--- src/rtl/vga_timing_gen_pkg.sv ---
// vga_timing_gen_pkg: shared 640x480@60 video timing constants for timing, overlay and menu placement.
package vga_timing_gen_pkg;
  localparam int CNT_W = 10;
  localparam int VGA_H_ACTIVE = 640;
  localparam int VGA_H_FP = 16;
  localparam int VGA_H_SYNC = 96;
  localparam int VGA_H_BP = 48;
  localparam int VGA_V_ACTIVE = 480;
  localparam int VGA_V_FP = 10;
  localparam int VGA_V_SYNC = 2;
  localparam int VGA_V_BP = 33;
  localparam logic VGA_SYNC_POL = 1'b0;
  localparam int VGA_H_TOTAL = VGA_H_ACTIVE + VGA_H_FP + VGA_H_SYNC + VGA_H_BP;
  localparam int VGA_V_TOTAL = VGA_V_ACTIVE + VGA_V_FP + VGA_V_SYNC + VGA_V_BP;
endpackage

--- src/rtl/vga_timing_gen.sv ---
// vga_timing_gen: pixel/line counters with registered, mutually aligned sync, blanking and frame outputs.
module vga_timing_gen
  import vga_timing_gen_pkg::*;
#(
  parameter int H_ACTIVE = VGA_H_ACTIVE,
  parameter int H_FP = VGA_H_FP,
  parameter int H_SYNC = VGA_H_SYNC,
  parameter int H_BP = VGA_H_BP,
  parameter int V_ACTIVE = VGA_V_ACTIVE,
  parameter int V_FP = VGA_V_FP,
  parameter int V_SYNC = VGA_V_SYNC,
  parameter int V_BP = VGA_V_BP,
  parameter logic SYNC_POL = VGA_SYNC_POL
) (
  input  logic             clk,
  input  logic             rst,
  input  logic             pix_en,
  output logic [CNT_W-1:0] x,
  output logic [CNT_W-1:0] y,
  output logic             de,
  output logic             hsync,
  output logic             vsync,
  output logic             newline,
  output logic             newframe,
  output logic [7:0]       frame_cnt
);
  localparam int H_TOTAL = H_ACTIVE + H_FP + H_SYNC + H_BP;
  localparam int V_TOTAL = V_ACTIVE + V_FP + V_SYNC + V_BP;
  localparam logic [CNT_W-1:0] H_LAST = CNT_W'(H_TOTAL - 1);
  localparam logic [CNT_W-1:0] V_LAST = CNT_W'(V_TOTAL - 1);
  localparam logic [CNT_W-1:0] H_DE = CNT_W'(H_ACTIVE);
  localparam logic [CNT_W-1:0] V_DE = CNT_W'(V_ACTIVE);
  localparam logic [CNT_W-1:0] HS_BEG = CNT_W'(H_ACTIVE + H_FP);
  localparam logic [CNT_W-1:0] HS_END = CNT_W'(H_ACTIVE + H_FP + H_SYNC - 1);
  localparam logic [CNT_W-1:0] VS_BEG = CNT_W'(V_ACTIVE + V_FP);
  localparam logic [CNT_W-1:0] VS_END = CNT_W'(V_ACTIVE + V_FP + V_SYNC - 1);
  logic [CNT_W-1:0] h_q, h_d, v_q, v_d, x_q, y_q;
  logic de_q, de_d, hs_q, hs_d, vs_q, vs_d, nl_q, nl_d, nf_q, nf_d;
  logic [7:0] frame_q;
  // Decode from the next counts so every registered output lands on the same pixel as x/y.
  always_comb begin
    h_d = h_q == H_LAST ? '0 : h_q + CNT_W'(1);
    v_d = h_q != H_LAST ? v_q : v_q == V_LAST ? '0 : v_q + CNT_W'(1);
    de_d = h_d < H_DE && v_d < V_DE;
    hs_d = h_d >= HS_BEG && h_d <= HS_END ? SYNC_POL : ~SYNC_POL;
    vs_d = v_d >= VS_BEG && v_d <= VS_END ? SYNC_POL : ~SYNC_POL;
    nl_d = h_d == '0;
    nf_d = nl_d && v_d == '0;
  end
  // Counters preset to the last pixel so the first enable after reset restarts at (0,0).
  always_ff @(posedge clk or negedge rst) begin
    if (!rst) begin
      h_q <= H_LAST;
      v_q <= V_LAST;
      x_q <= '0;
      y_q <= '0;
      de_q <= 1'b0;
      hs_q <= ~SYNC_POL;
      vs_q <= ~SYNC_POL;
      nl_q <= 1'b0;
      nf_q <= 1'b0;
      frame_q <= '0;
    end else if (pix_en) begin
      h_q <= h_d;
      v_q <= v_d;
      x_q <= h_d;
      y_q <= v_d;
      de_q <= de_d;
      hs_q <= hs_d;
      vs_q <= vs_d;
      nl_q <= nl_d;
      nf_q <= nf_d;
      frame_q <= nf_d ? frame_q + 8'd1 : frame_q;
    end
  end
  assign x = x_q;
  assign y = y_q;
  assign de = de_q;
  assign hsync = hs_q;
  assign vsync = vs_q;
  assign newline = nl_q;
  assign newframe = nf_q;
  assign frame_cnt = frame_q;
endmodule

--- config.mk ---
export PLATFORM = sky130hd
export DESIGN_NAME = vga_timing_gen
export DESIGN_NICKNAME = d
export VERILOG_FILES = /design/src/rtl/vga_timing_gen_pkg.sv /design/src/rtl/vga_timing_gen.sv
export SDC_FILE = /design/constraint.sdc
export NUM_CORES = 1
export LEC_CHECK = 0
export CORE_MARGIN = 3
export CORE_UTILIZATION = 55
export DETAILED_ROUTE_END_ITERATION = 10
export GPL_TIMING_DRIVEN = 0
export PLACE_DENSITY = 0.8
export SLEW_MARGIN = 15
export SYNTH_ARGS = -nofsm -noshare
export SYNTH_HDL_FRONTEND = slang
export SYNTH_SLANG_ARGS = --single-unit
--- constraint.sdc ---
create_clock -name clk -period 4.4 [get_ports clk]
set_clock_uncertainty 0.1 [all_clocks]
set_input_delay 0.44 -clock clk [delete_from_list [all_inputs] [get_ports clk]]
set_output_delay 0.44 -clock clk [all_outputs]
set_load 0.1 [all_outputs]
## Yosys cells after proc, flatten, opt, wreduce, memory -nomap -nowiden

Index checks and enable logic that the tools add are counted.

- $add $sub $neg: 3
- $lt $le $gt $ge: 6
- Equality and inequality tests: 3
- Multiplexer cells: 5
- Reduce and logical (&&, ||, !) cells: 7

Operator list:

| operator | number |
|---|---|
| two-way mux 10 bit | 3 |
| adder 10 x 1 -> 10 bit (second input constant) | 2 |
| equality test 10 bit (second input constant) | 2 |
| zero test 10 bit | 2 |
| greater-or-equal comparator 10 bit (second input constant) | 1 |
| greater-or-equal comparator 10 x 9 -> 1 bit (second input constant) | 1 |
| <= comparator 10 bit (second input constant) | 1 |
| <= comparator 10 x 9 -> 1 bit (second input constant) | 1 |
| < comparator 10 bit (second input constant) | 1 |
| < comparator 10 x 9 -> 1 bit (second input constant) | 1 |
| inequality test 10 bit (second input constant) | 1 |
| adder 8 x 1 -> 8 bit (second input constant) | 1 |
| logical AND 1 bit | 4 |
| two-way mux 1 bit | 2 |
| AND reduction 2 bit | 1 |

- Flip-flop bits (word level): 53
- Bits of input ports: 3
- Output and inout port bits: 33
- Logic and storage cells: 34

## Logic depth before layout (Yosys ltp)

Gate-level depths: netlist (run 1).

- Depth after elaboration: 6
- Depth in mapped cells: 11
- Mapped depth without buffers: 9

## Worst setup path after synthesis (run 1)

OpenSTA, ideal clock, no wires.

- Path type: register -> register
- Start: register h_q[0]
- End: register frame_q[1] (netlist: frame_cnt[1])
- Setup time: 0.126 ns
- Arrival time: 3.060 ns
- Required time: 4.174 ns
- Setup slack: 1.115 ns
- Stages on the path, launching flop included: 10
- Path buffers: 2
- Clock period less this slack: 3.285 ns
- Cells stage by stage: dfstp_2 > ha_1 > buf_2 > nand4_1 > nor3_1 > a22oi_1 > or4b_1 > buf_2 > or2_4 > mux2_4

- Word-level cells in the longest chain between the ends: 5
- Elaborated cells on any way between the ends: 9
- Those cells by class: 1 x add/sub; 2 x eq/ne; 2 x mux; 4 x reduce/logical

Ends and longest elaborated chain:

| what | line | text |
|---|---|---|
| start: declaration | vga_timing_gen.sv:37 | `logic [CNT_W-1:0] h_q, h_d, v_q, v_d, x_q, y_q;` |
| start signal: assignment | vga_timing_gen.sv:53 | `h_q <= H_LAST;` |
| start signal: assignment | vga_timing_gen.sv:64 | `h_q <= h_d;` |
| adder 10 x 1 -> 10 bit, or another cell as far along | vga_timing_gen.sv:42 | `h_d = h_q == H_LAST ? '0 : h_q + CNT_W'(1);` |
| two-way mux 10 bit, on equally long branches | vga_timing_gen.sv:42, vga_timing_gen.sv:43 |  |
| zero test 10 bit, on equally long branches | vga_timing_gen.sv:47, vga_timing_gen.sv:48 |  |
| logical AND 1 bit * | vga_timing_gen.sv:48 | `nf_d = nl_d && v_d == '0;` |
| AND reduction 2 bit (no source line) * | - |  |
| end signal: assignment | vga_timing_gen.sv:73 | `frame_q <= nf_d ? frame_q + 8'd1 : frame_q;` |
| end: declaration | vga_timing_gen.sv:39 | `logic [7:0] frame_q;` |

Every way passes the cells marked *; elsewhere a longest branch is shown, timed or not.
A chain may end at the register's enable or synchronous reset.

## Worst setup path in the final report (run 1)

Ends and elaborated chain as after synthesis.

==> run_results.csv, run 1 <==
group,metric,value,unit
die,dieArea,5610,sq um
power,swShare,45.5,%
cells_and_area,syn_to_final_growth,19.8,%
setup_path,crit_path_end_kind,"flip-flop",
setup_path,cpMostUsedCell,"buf_2",
cells_and_area,stdcell_count,384,
die,die_x,74.9,um
routing,first_pass_iters,4,
power,p_int,0.756,mW
run,drv_cap,0,
routing,antenna_left,0,
clock_tree,post-cts-setup-buffers,0,
cells_and_area,final_cell_area,3120,sq um
cells_and_area,utilization,69.8,%
setup_path,critical-path-slowest-cell,"nor3_1",
global_route,grt_max_degree,27,
clock_tree,insertion_delay,0.30,ns
synth,ys.flop_type,"dfrtp_1",
power,peakVddDrop,0.540,mV
clock_tree,clk_pin_slew_worst_paths,0.08,ns
cells_and_area,multi_input_area,1270,sq um
global_route,grt_usage,22.7,%
global_route,grt_overflow,0,
synth,yosysMostFrequentCell,"dfrtp_1",
synth,yosys.cell_types.count,53,
clock_tree,cts_made_buffers,5,
sta,report.final.slew_viol_count,0,
clock_tree,clockBufferDepth,2,
placed_design,hpwl,4300,um
clock_tree,cts_tree,"built",
cells_and_area,layout-drive-gt1-share,16.0,%
die,fp.dieH,74.9,um
setup_path,worstSetupStartpointType,"flip-flop",
cells_and_area,seq_area,1090,sq um
synth,synth.net_count,297,
setup_path,path_delay_family,"simple AND/OR/NAND/NOR gates",
global_route,antenna_found_initial,0,
setup_path,cp-startpoint,"h_q[0]$_DFFE_PN1P_",
hold_path,hold_class,"reg2reg",
clock_tree,cts_root_buffer,"clkbuf_8",
power,p_leak,1.24,nW
clock_tree,htreeDepth,2,
setup_path,cp_cell_sequence,"ha_1, buf_2, nand4_1, nor3_1, a22oi_1, or4b_1, buf_2, or2_4, mux2_4",
routing,post_drt_via_cell_ratio,5.85,
setup_path,crit_path_max_fanout,9,
die,io_pins,36,
sta,final_hold_viol_count,0,
synth,synthTopCellsByCount,"dfrtp_1, inv_1, nor2_1",
placed_design,placed_cell_area,3030,sq um
setup_path,critical_path_class,"reg2reg",
setup_path,required,4.49,ns
cells_and_area,fin_nets,340,
synth,synth_top_area_share,29.7,%
power,p_comb_share,45.3,%
cells_and_area,n_antenna_cell,0,
power,power_density,444,nW/um^2
sta,finalCriticalPeriod,3.98,ns
sta,tightestPinTransition,1.08,ns
die,coreArea,4470,sq um
die,start_util,58.3,%
sta,setup_viol,0,
status,outcome,"complete, no violations",
synth,synth_area_leader_cell,"dfrtp_1",
setup_path,path_buf_inv,2,
synth,yosys-top-cells-area,"dfrtp_1, dfstp_2, xnor2_1",
routing,drt_iter0_markers,146,
setup_path,reg2reg_from,"h_q[0]$_DFFE_PN1P_",
setup_path,critPathArrivalTime,4.07,ns
sta,tns,0,ns
sta,relSlewSlack,27.6,%
clock_tree,cts.sinks,43,
die,row_count,24,
power,p_clk_share,18.1,%
power,power.switching,0.632,mW
placed_design,place_congestion,0.884,
routing,wl_per_cell,15.4,um
placed_design,placed_cells,375,
sta,max_freq,251,MHz
power,pwr-share-seq,36.7,%
routing,drc_errors,0,
hold_path,worstHoldStart,"frame_cnt[7]$_DFFE_PN0P_",
routing,dr_total_vias,2245,
setup_path,cpPeakStageDelay,0.95,ns
clock_tree,cts_repair_resize_count,0,
global_route,grt_pass1_vias,2122,
synth,synth-seq-area-share,41.8,%
synth,yosys_warnings,0,
synth,mappedNetlistArea,2610,sq um
synth,synth.avg_cell_area,9.06,sq um
synth,async_flop_share,100,%
synth,ys_seq_elements,43,
routing,totalWireLength,5920,um
sta,fin_crit_sh,90.5,%
synth,synth-edff-count,0,
global_route,grt_pass1_wl,9890,um
synth,synth_cells,288,
cells_and_area,fillCellCount,368,
placed_design,io_buffers,34,
sta,rsz0062_at_grt,"no",
## through the flow
stage | worst slack, ns | power [mW] | hold WS, ns
finish | 0.417 | 1.39 | 0.370
global route | 0.158 | 1.45 | 0.404
CTS | 0.486 | 1.39 | 0.379
detailed placement | 0.525 | 1.14 | 0.313
global placement | 0.474 | 1.12 | 0.359
floorplan | 1.11 | 0.996 | 0.0444
## final timing paths
check / endpoint / cells past startpoint / slack, ns
worst max-delay path: frame_cnt[1]$_DFFE_PN0P_ / 9 / 0.42
worst min-delay path: frame_cnt[7]$_DFFE_PN0P_ / 1 / 0.37
worst max register to register: frame_cnt[1]$_DFFE_PN0P_ / 9 / 0.42
worst min register to register: frame_cnt[7]$_DFFE_PN0P_ / 1 / 0.37
max in group asynchronous: v_q[2]$_DFFE_PN1P_ / 3 / 3.12
min in group asynchronous: h_q[5]$_DFFE_PN0P_ / 2 / 0.51
## final cells by class
| class | count | share of cell area [%] |
|---|---|---|
| Sequential cell | 43 | 34.9 |
| Tap cell | 52 | 2.08 |
| Timing Repair Buffer | 36 | 11.7 |
| Multi-Input combinational cell | 193 | 40.6 |
| Inverter | 20 | 2.40 |
| Clock buffer | 6 | 2.32 |
| Buffer | 32 | 5.61 |
| Clock inverter | 2 | 0.400 |
## layer usage
metal  wire (um)  up-vias  global-route usage, %
met2        2820       78                   36.8
li1            -     1093                      -
met5           0        -                      0
met4         116        0                   8.50
met1        2680     1062                   31.0
met3         296       12                   3.07
## logic make-up (layout without fill, tap and decap cells)
family,count (synthesis),after routing,share of synthesized area (%)
AO/OA/AOI/OAI,55,55,13.9
XOR/XNOR,27,27,9.06
adder cells (fa/ha/maj),6,6,2.88
buffers and inverters,52,96,9.59
flip-flops,43,43,41.8
multiplexers,4,4,1.77
AND/OR/NAND/NOR,101,101,21.0
## power groups by stage
| stage | sequential (mW) | clock (mW) | combinational [mW] |
|---|---|---|---|
| final | 0.509 | 0.251 | 0.628 |
| after CTS | 0.509 | 0.254 | 0.629 |
| after global placement | 0.511 | 0 | 0.612 |
| after floorplan | 0.709 | 0 | 0.287 |
| after global routing | 0.518 | 0.266 | 0.668 |
| after detailed placement | 0.515 | 0 | 0.627 |
## registers in the layout, summed over array words and instances, names as in the netlist
signal     flops
hsync          1
frame_cnt      8
vsync          1
v_q           10
h_q           10
de             1
newframe       1
newline        1
y              3
x              7
## cell usage in the layout (no fill, tap or decap), types with 3 or more instances in the layout
cell,Yosys,layout
clkdlybuf4s50_1,0,33
dfrtp_1,31,31
inv_1,20,20
nor2_1,20,20
nand2_1,19,19
o21ai_0,19,19
xnor2_1,18,18
nor3_1,15,15
clkbuf_1,12,13
dfstp_2,12,12
nand3_1,11,11
nand4_1,10,10
buf_4,10,10
buf_2,8,9
xor2_1,9,9
a21oi_1,7,7
ha_1,6,6
clkbuf_8,0,5
and3_1,4,4
o22ai_1,4,4
a31oi_1,4,4
or2_2,3,3
or3_1,3,3
## repair_timing
item	CTS	global route
hold endpoints to repair	10	0
endpoints found under the setup margin	0	0
hold buffers	1	0
## worst register-to-register path, cell delays in order (launching register included)
cell and delay (ns):
dfstp_2 0.58, ha_1 0.15, buf_2 0.17, nand4_1 0.35, nor3_1 0.95, a22oi_1 0.29
or4b_1 0.57, buf_2 0.17, or2_4 0.25, mux2_4 0.29
No activity file was read; power rests on OpenSTA's default activity.
==> inputs of run 2 (changes only) <==
--- a/config.mk
+++ b/config.mk
@@ -10,7 +10,7 @@
 export DETAILED_ROUTE_END_ITERATION = 10
 export GPL_TIMING_DRIVEN = 0
 export PLACE_DENSITY = 0.8
-export SLEW_MARGIN = 15
+export SLEW_MARGIN = 20
 export SYNTH_ARGS = -nofsm -noshare
 export SYNTH_HDL_FRONTEND = slang
 export SYNTH_SLANG_ARGS = --single-unit
==> run_results.csv, run 2 (synthesis results as in run 1) <==
group,metric,value,unit
setup_path,crit_path_end_kind,"flip-flop",
placed_design,placed_cells,375,
sta,rsz0062_at_grt,"no",
global_route,grt_max_degree,27,
clock_tree,htreeDepth,2,
sta,setup_viol,0,
die,io_pins,36,
placed_design,placed_cell_area,3030,sq um
routing,drt_iter0_markers,100,
sta,tightestPinTransition,0.984,ns
cells_and_area,syn_to_final_growth,20.0,%
sta,max_freq,271,MHz
clock_tree,cts_root_buffer,"clkbuf_8",
routing,totalWireLength,5850,um
hold_path,hold_class,"reg2reg",
placed_design,place_congestion,0.884,
cells_and_area,layout-drive-gt1-share,16.3,%
placed_design,pre_cts_ws,0.525,ns
sta,fin_ws,0.713,ns
global_route,grt_overflow,0,
sta,tns,0,ns
placed_design,io_buffers,34,
routing,antenna_left,0,
die,dieArea,5610,sq um
setup_path,required,4.49,ns
power,pwr-share-seq,36.6,%
power,swShare,45.6,%
setup_path,critPathArrivalTime,3.77,ns
power,p_comb_share,45.4,%
routing,drc_errors,0,
placed_design,hpwl,4300,um
global_route,grt_pass1_vias,2122,
global_route,met2_usage,36.8,%
setup_path,worstSetupStartpointType,"flip-flop",
cells_and_area,n_antenna_cell,0,
clock_tree,cts_made_buffers,5,
global_route,grt_pass1_wl,9890,um
setup_path,critical_path_class,"reg2reg",
global_route,grt_usage,22.7,%
cells_and_area,final_cell_area,3130,sq um
die,die_x,74.9,um
clock_tree,insertion_delay,0.30,ns
die,coreArea,4470,sq um
cells_and_area,fillCellCount,368,
power,power_density,444,nW/um^2
die,row_count,24,
sta,finalCriticalPeriod,3.69,ns
sta,relSlewSlack,34.2,%
status,outcome,"complete, no violations",
power,p_leak,1.24,nW
routing,dr_total_vias,2222,
die,fp.dieH,74.9,um
global_route,top_usage_layer,"met2",
power,fin_total_pwr,1.39,mW
power,power.switching,0.633,mW
sta,hold_ws,0.370,ns
power,p_int,0.756,mW
routing,wl_per_cell,15.2,um
clock_tree,post-cts-setup-buffers,0,
routing,post_drt_via_cell_ratio,5.79,
die,start_util,58.3,%
clock_tree,clk_pin_slew_worst_paths,0.08,ns
clock_tree,cts.sinks,43,
power,peakVddDrop,0.541,mV
sta,report.final.slew_viol_count,0,
clock_tree,hold_buffers,1,
global_route,antenna_found_initial,0,
cells_and_area,utilization,69.9,%
global_route,grt_use_met1,31.0,%
cells_and_area,final_common_cell,"clkdlybuf4s50_1",
cells_and_area,final_cell_mix,"clkdlybuf4s50_1, dfrtp_1, inv_1, nor2_1",
run,drv_cap,0,
clock_tree,cts_repair_resize_count,0,
cells_and_area,stdcell_count,384,
sta,fin_crit_sh,83.8,%
routing,first_pass_iters,4,
sta,final_hold_viol_count,0,
clock_tree,clockBufferDepth,2,
global_route,met3_usage,3.07,%
cells_and_area,fin_nets,340,
setup_path,crit_path_max_fanout,8,
clock_tree,cts_tree,"built",
power,p_clk_share,18.0,%
run 2: changes by cell type in the layout (fill, tap and decap cells not counted):
cell / delta
nor3_1: -1
nor3_2: +1
run 2: worst paths after layout:
kind	start	end	slack [ns]	depth (start not counted)
max in group asynchronous	rst	v_q[2]$_DFFE_PN1P_	3.12	3
min in group asynchronous	rst	h_q[5]$_DFFE_PN0P_	0.52	2
min	frame_cnt[7]$_DFFE_PN0P_	frame_cnt[7]$_DFFE_PN0P_	0.37	1
max	h_q[0]$_DFFE_PN1P_	frame_cnt[1]$_DFFE_PN0P_	0.71	10
min reg2reg	frame_cnt[7]$_DFFE_PN0P_	frame_cnt[7]$_DFFE_PN0P_	0.37	1
max reg2reg	h_q[0]$_DFFE_PN1P_	frame_cnt[1]$_DFFE_PN0P_	0.71	10
run 2: power groups by stage:
| stage | Sequential, mW | Combinational (mW) | Clock, mW |
|---|---|---|---|
| final | 0.509 | 0.630 | 0.250 |
| after global routing | 0.518 | 0.669 | 0.266 |
| after CTS | 0.509 | 0.629 | 0.254 |
| after detailed placement | 0.515 | 0.627 | 0 |
| after global placement | 0.511 | 0.612 | 0 |
| after floorplan | 0.709 | 0.287 | 0 |
run 2: area by class of cell:
type / count / area [sq um] / share of cell area, %
tap: 52 / 65.1 / 2.08
buffer: 32 / 175 / 5.60
timing repair buffer: 36 / 365 / 11.7
multi-input combinational: 193 / 1270 / 40.7
inverter: 20 / 75.1 / 2.40
clock buffer: 6 / 72.6 / 2.32
sequential: 43 / 1090 / 34.9
clock inverter: 2 / 12.5 / 0.400
run 2: routing by layer:
metal | vias to the layer above | share of wire (%) | routed length, um
li1 | 1089 | - | -
met1 | 1058 | 46 | 2690
met2 | 66 | 48 | 2820
met3 | 9 | 4.5 | 265
met4 | 0 | 1.3 | 77
met5 | - | 0 | 0
run 2: worst max-delay path: stages (launching register included):
cell and delay, ns:
dfstp_2 0.58, ha_1 0.15, buf_2 0.17, nand4_1 0.35
or3_1 0.44, clkbuf_1 0.20, a221oi_2 0.41, or4b_1 0.46
buf_2 0.17, or2_4 0.25, mux2_4 0.29
==> patch 1, RTL diff (settings of run 1) <==
The package constant `CNT_W` goes from 10 to 5.
--- a/src/rtl/vga_timing_gen_pkg.sv
+++ b/src/rtl/vga_timing_gen_pkg.sv
@@ -2,3 +2,3 @@
 package vga_timing_gen_pkg;
-  localparam int CNT_W = 10;
+  localparam int CNT_W = 5;
   localparam int VGA_H_ACTIVE = 640;
Interface: changed (resized x and y); port bits go from 36 to 26. No check against the original RTL was run, so the function may have changed too.
==> patch 1 against run 1 <==
  * Worst setup slack better by 990 ps
  * Design area down 42%
  * Non-clock buffer count down 35
  * Routed wire length down 51%
  * Combinational power down 11%
  * Critical path depth unchanged
  * Sequential cell count down 14
  * Worst hold slack worse by 350 ps
  * Count of clock-buffer cells in the layout unchanged
  * Total power down 20%
  * Area after synthesis down 42%
  * Synthesized cell count down 50%
  * Critical path type unchanged
  * Critical endpoint unchanged
  * Largest cell class is now flip-flops and latches
  * Largest power group unchanged
==> patch 1: results (changes against run 1) <==
first-pass GRT wire length=5.13 mm (was 9.89 mm); fin nets=184 (was 340); non-clock inverter count=18 (was 20); proportion of layout cells with a drive suffix above 1=19.3% (was 16.0%); Seq/total area=40.5% (was 34.9%); sequential cell area=737 sq um (was 1090 sq um); Post-Place Worst Slack=1410 ps (was 525 ps); Synth Net Count=153 (was 297); flops & latches, synth=29 (was 43); HPWL Detailed=2.10 mm (was 4.30 mm); Seq/Total Area, Yosys=49.0% (was 41.8%); total global-route track usage=20.1% (was 22.7%); area delta synth->final=21.2% (was 19.8%); Worst EP arrival=3100 ps (was 4070 ps); outcome=completed (unchanged); met3 WL post-DR=155 microns (was 296 microns); largest net degree at the start of global routing=30 (was 27); peak supply drop=0.603 mV (was 0.540 mV); Non-CTS buffers=33 (was 68); FF-to-FF path depth=9 (unchanged); clock root buffer=clkbuf_4 (was clkbuf_8); Cell variety after synth=41 (was 53); RD Place Congestion=0.798 (was 0.884); placed cells=199 (was 375); Mean Syn Cell Area=10.4 sq um (was 9.06 sq um); Fillers=202 (was 368); Net Sw Frac=50.2% (was 45.5%); FMAX=0.334 GHz (was 0.251 GHz); Area contributors post-synth=dfrtp_1 33%, dfstp_2 16%, xor2_1 4.7% (was dfrtp_1 30%, dfstp_2 12%, xnor2_1 6.0%); Leak Pwr=0.800 nW (was 1.24 nW); fraction of area in multi-input gates=35.2% (was 40.6%); Port Buffers=24 (was 34); Via density=5.50 (was 5.85); Comb power=560 uW (was 628 uW); Worst-Skew Late Latency=320 ps (was 300 ps); Clock buf/inv share=2.54% (was 2.72%); CP Max Fanout=8 (was 9); seq pwr=400 uW (was 509 uW); Layout non-clock buf frac=16.1% (was 17.3%); met2 wire len=1.26 mm (was 2.82 mm); DRT Wirelength=2.87 mm (was 5.92 mm); wl on met1=1.41 mm (was 2.68 mm); most frequent cells after synthesis=20 x dfrtp_1, 18 x inv_1, 13 x o21ai_0 (was 31 x dfrtp_1, 20 x inv_1, 20 x nor2_1); worst min-delay path class=in -> async (was reg -> reg); #MultiIn Comb=89 (was 193); DR iter-0 viols=49 (was 146); Min Hold Slack=19.3 ps (was 370 ps)
-- patch 1: changes by cell type in the layout (fill, tap and decap cells not counted), sizes merged, moves of 6 or more --
cell,before,now
nand2,19,9
nor3,15,1
o21ai,19,13
buf,22,7
xnor2,18,2
nand3,11,3
dfrtp,31,20
a21oi,7,0
clkdlybuf4s50,33,23
clkbuf,18,9
nor2,21,7
-- patch 1: logic make-up after synthesis --
family	after synthesis	synth area share (%)
xor gates and xnor gates	10	5.83
DFF	29	49.0
AOI/OAI and AO/OA	21	8.99
buffers and inverters	27	8.33
muxes	5	4.16
other	1	0.250
and+or+nand+nor	47	19.2
adders and majority gates	5	4.16
-- patch 1: critical path, stage by stage (launching register included) --
cell and delay, ps:
dfstp_2 570, ha_1 180, and3_2 180, ha_1 210, nor2b_1 70, mux2_4 260
or4_4 490, buf_6 150, nor4b_4 340, mux2_4 340
-- patch 1: layer usage --
layer  global-route usage [%]  up-vias
met5                        0        -
met4                     8.94        0
met3                     5.12        8
met2                     28.1       34
met1                     29.3      534
li1                         -      557
==> patch 2, RTL diff (flow settings as in run 1) <==
Without the edit above. Make the reset (`rst`) synchronous in one clocked block.
--- a/src/rtl/vga_timing_gen.sv
+++ b/src/rtl/vga_timing_gen.sv
@@ -50,3 +50,3 @@
   // Counters preset to the last pixel so the first enable after reset restarts at (0,0).
-  always_ff @(posedge clk or negedge rst) begin
+  always_ff @(posedge clk) begin
     if (!rst) begin
Behaviour: differs if rst is asserted again (counterexample within 4 cycles, from zero or initial values and one cycle with rst low); with rst held inactive, the same outputs for 10 cycles.
==> patch 2 against run 1 <==
  * Combinational power down 36%
  * Total power down 13%
  * Area after synthesis up 0.48%
  * Sequential cell count unchanged
  * Worst setup slack better by 170 ps
  * Non-clock buffer count up 2
  * Design area up 1.1%
  * Cell count up 13%
  * Routed wire length up 16%
  * Critical path type unchanged
  * Critical endpoint is now frame_cnt[5]
  * Highest routed layer unchanged
==> patch 2: results (changes against run 1) <==
outcome=completed (unchanged); Synth async-reset ratio=0% (was 100%); Hold Path End=x[0] (was frame_cnt[7]); DRT Wirelength=6.85 mm (was 5.92 mm); fin crit share=86.8% (was 90.5%); Post-Place Worst Slack=678 ps (was 525 ps); RD Place Congestion=0.982 (was 0.884); HPWL Detailed=4.77 mm (was 4.30 mm); ANT cells=0 (unchanged); Cell variety after synth=54 (was 53); DR iter-0 viols=228 (was 146); crit path max-delay cell type=nor4b_2 (was nor3_1); reg2reg end=frame_cnt[5] (was frame_cnt[1]); Mean Syn Cell Area=7.71 sq um (was 9.06 sq um); Area contributors post-synth=dfxtp_1 33%, a21oi_1 5.3%, nand2_1 4.4% (was dfrtp_1 30%, dfstp_2 12%, xnor2_1 6.0%); placed cell areas=3030 sq um (about the same); Critical Path Max Stage Delay=680 ps (was 950 ps); Synth Net Count=349 (was 297); most frequent cells after synthesis=43 x dfxtp_1, 31 x nand2_1, 31 x nor2_1 (was 31 x dfrtp_1, 20 x inv_1, 20 x nor2_1); Seq/Total Area, Yosys=32.8% (was 41.8%); peak supply drop=0.292 mV (was 0.540 mV); proportion of layout cells with a drive suffix above 1=8.12% (was 16.0%); reg2reg start=h_q[1] (was h_q[0]); vias in the first global route=2,370 (was 2,122); first-pass GRT wire length=10.9 mm (was 9.89 mm); Leak Pwr=1.19 nW (was 1.24 nW); Worst EP arrival=3960 ps (was 4070 ps); reg2reg setup slack=580 ps (was 420 ps); Routed WL per cell=15.8 microns (was 15.4 microns); HP Start=x[0] (was frame_cnt[7]); Num CTS Buffers=5 (unchanged); worst min-delay path class=reg -> reg (unchanged); placed cells=426 (was 375); FF-to-FF path depth=10 (was 9); largest net degree at the start of global routing=14 (was 27); Max-slew headroom=34.5% (was 27.6%); total global-route track usage=25.5% (was 22.7%); CP Max Fanout=10 (was 9); Fillers=401 (was 368); CTS Buffer Depth=2 (unchanged); DR pass1 iterations=6 (was 4); Hold Path Depth=2 (was 1); fin nets=390 (was 340); Min Hold Slack=365 ps (was 370 ps); synth warn=0 (unchanged); vias after detailed routing=2,694 (was 2,245)
## patch 2: cell families after synthesis
group | Yosys count | synth area share [%]
adders and majority gates | 6 | 2.86
muxes | 2 | 0.811
xor gates and xnor gates | 15 | 5.01
DFF | 43 | 32.8
buffers and inverters | 45 | 8.59
and+or+nand+nor | 143 | 29.1
AOI/OAI and AO/OA | 86 | 20.8
## patch 2: metal layers
metal  wire (microns)  GRT usage (%)  up-vias
met1             2920           32.1     1274
met4              226           11.5        0
li1                 -              -     1294
met2             3260           42.5      100
met3              439           4.67       26
met5                0              0        -
## patch 2: report_power, final
part           switching, mW  total (mW)  internal (mW)  leakage (nW)
registers             0.0173       0.431          0.414         0.352
clock network          0.143       0.370          0.227        0.0654
logic                  0.279       0.400          0.121         0.772
total                  0.440        1.20          0.762          1.19
## patch 2: how the worst max path moves through the flow
stage | startpoint | endpoint | cells after the start
after floorplan | h_q[1] | frame_cnt[5] | 10
after global placement | h_q[1] | frame_cnt[5] | 10
after detailed placement | h_q[1] | frame_cnt[5] | 10
after CTS | h_q[1] | frame_cnt[5] | 10
after global routing | h_q[1] | frame_cnt[5] | 10
final | h_q[1] | frame_cnt[5] | 10
## patch 2: worst min-delay path: cells and delay by family (launching register included)
family / cells / cell delay (ps)
DFF: 1 / 310
and+or+nand+nor: 1 / 60
AOI/OAI and AO/OA: 1 / 50
## patch 2: layout make-up
type / count / area, sq um / area share [%]
flip-flops and latches: 43 / 861 / 27.2
repair buffers: 34 / 340 / 10.8
well taps: 52 / 65.1 / 2.06
inverters: 9 / 33.8 / 1.07
plain buffers: 36 / 191 / 6.06
multi-input cells: 252 / 1540 / 48.6
clock inverters: 2 / 60.1 / 1.90
clock buffers: 6 / 72.6 / 2.30
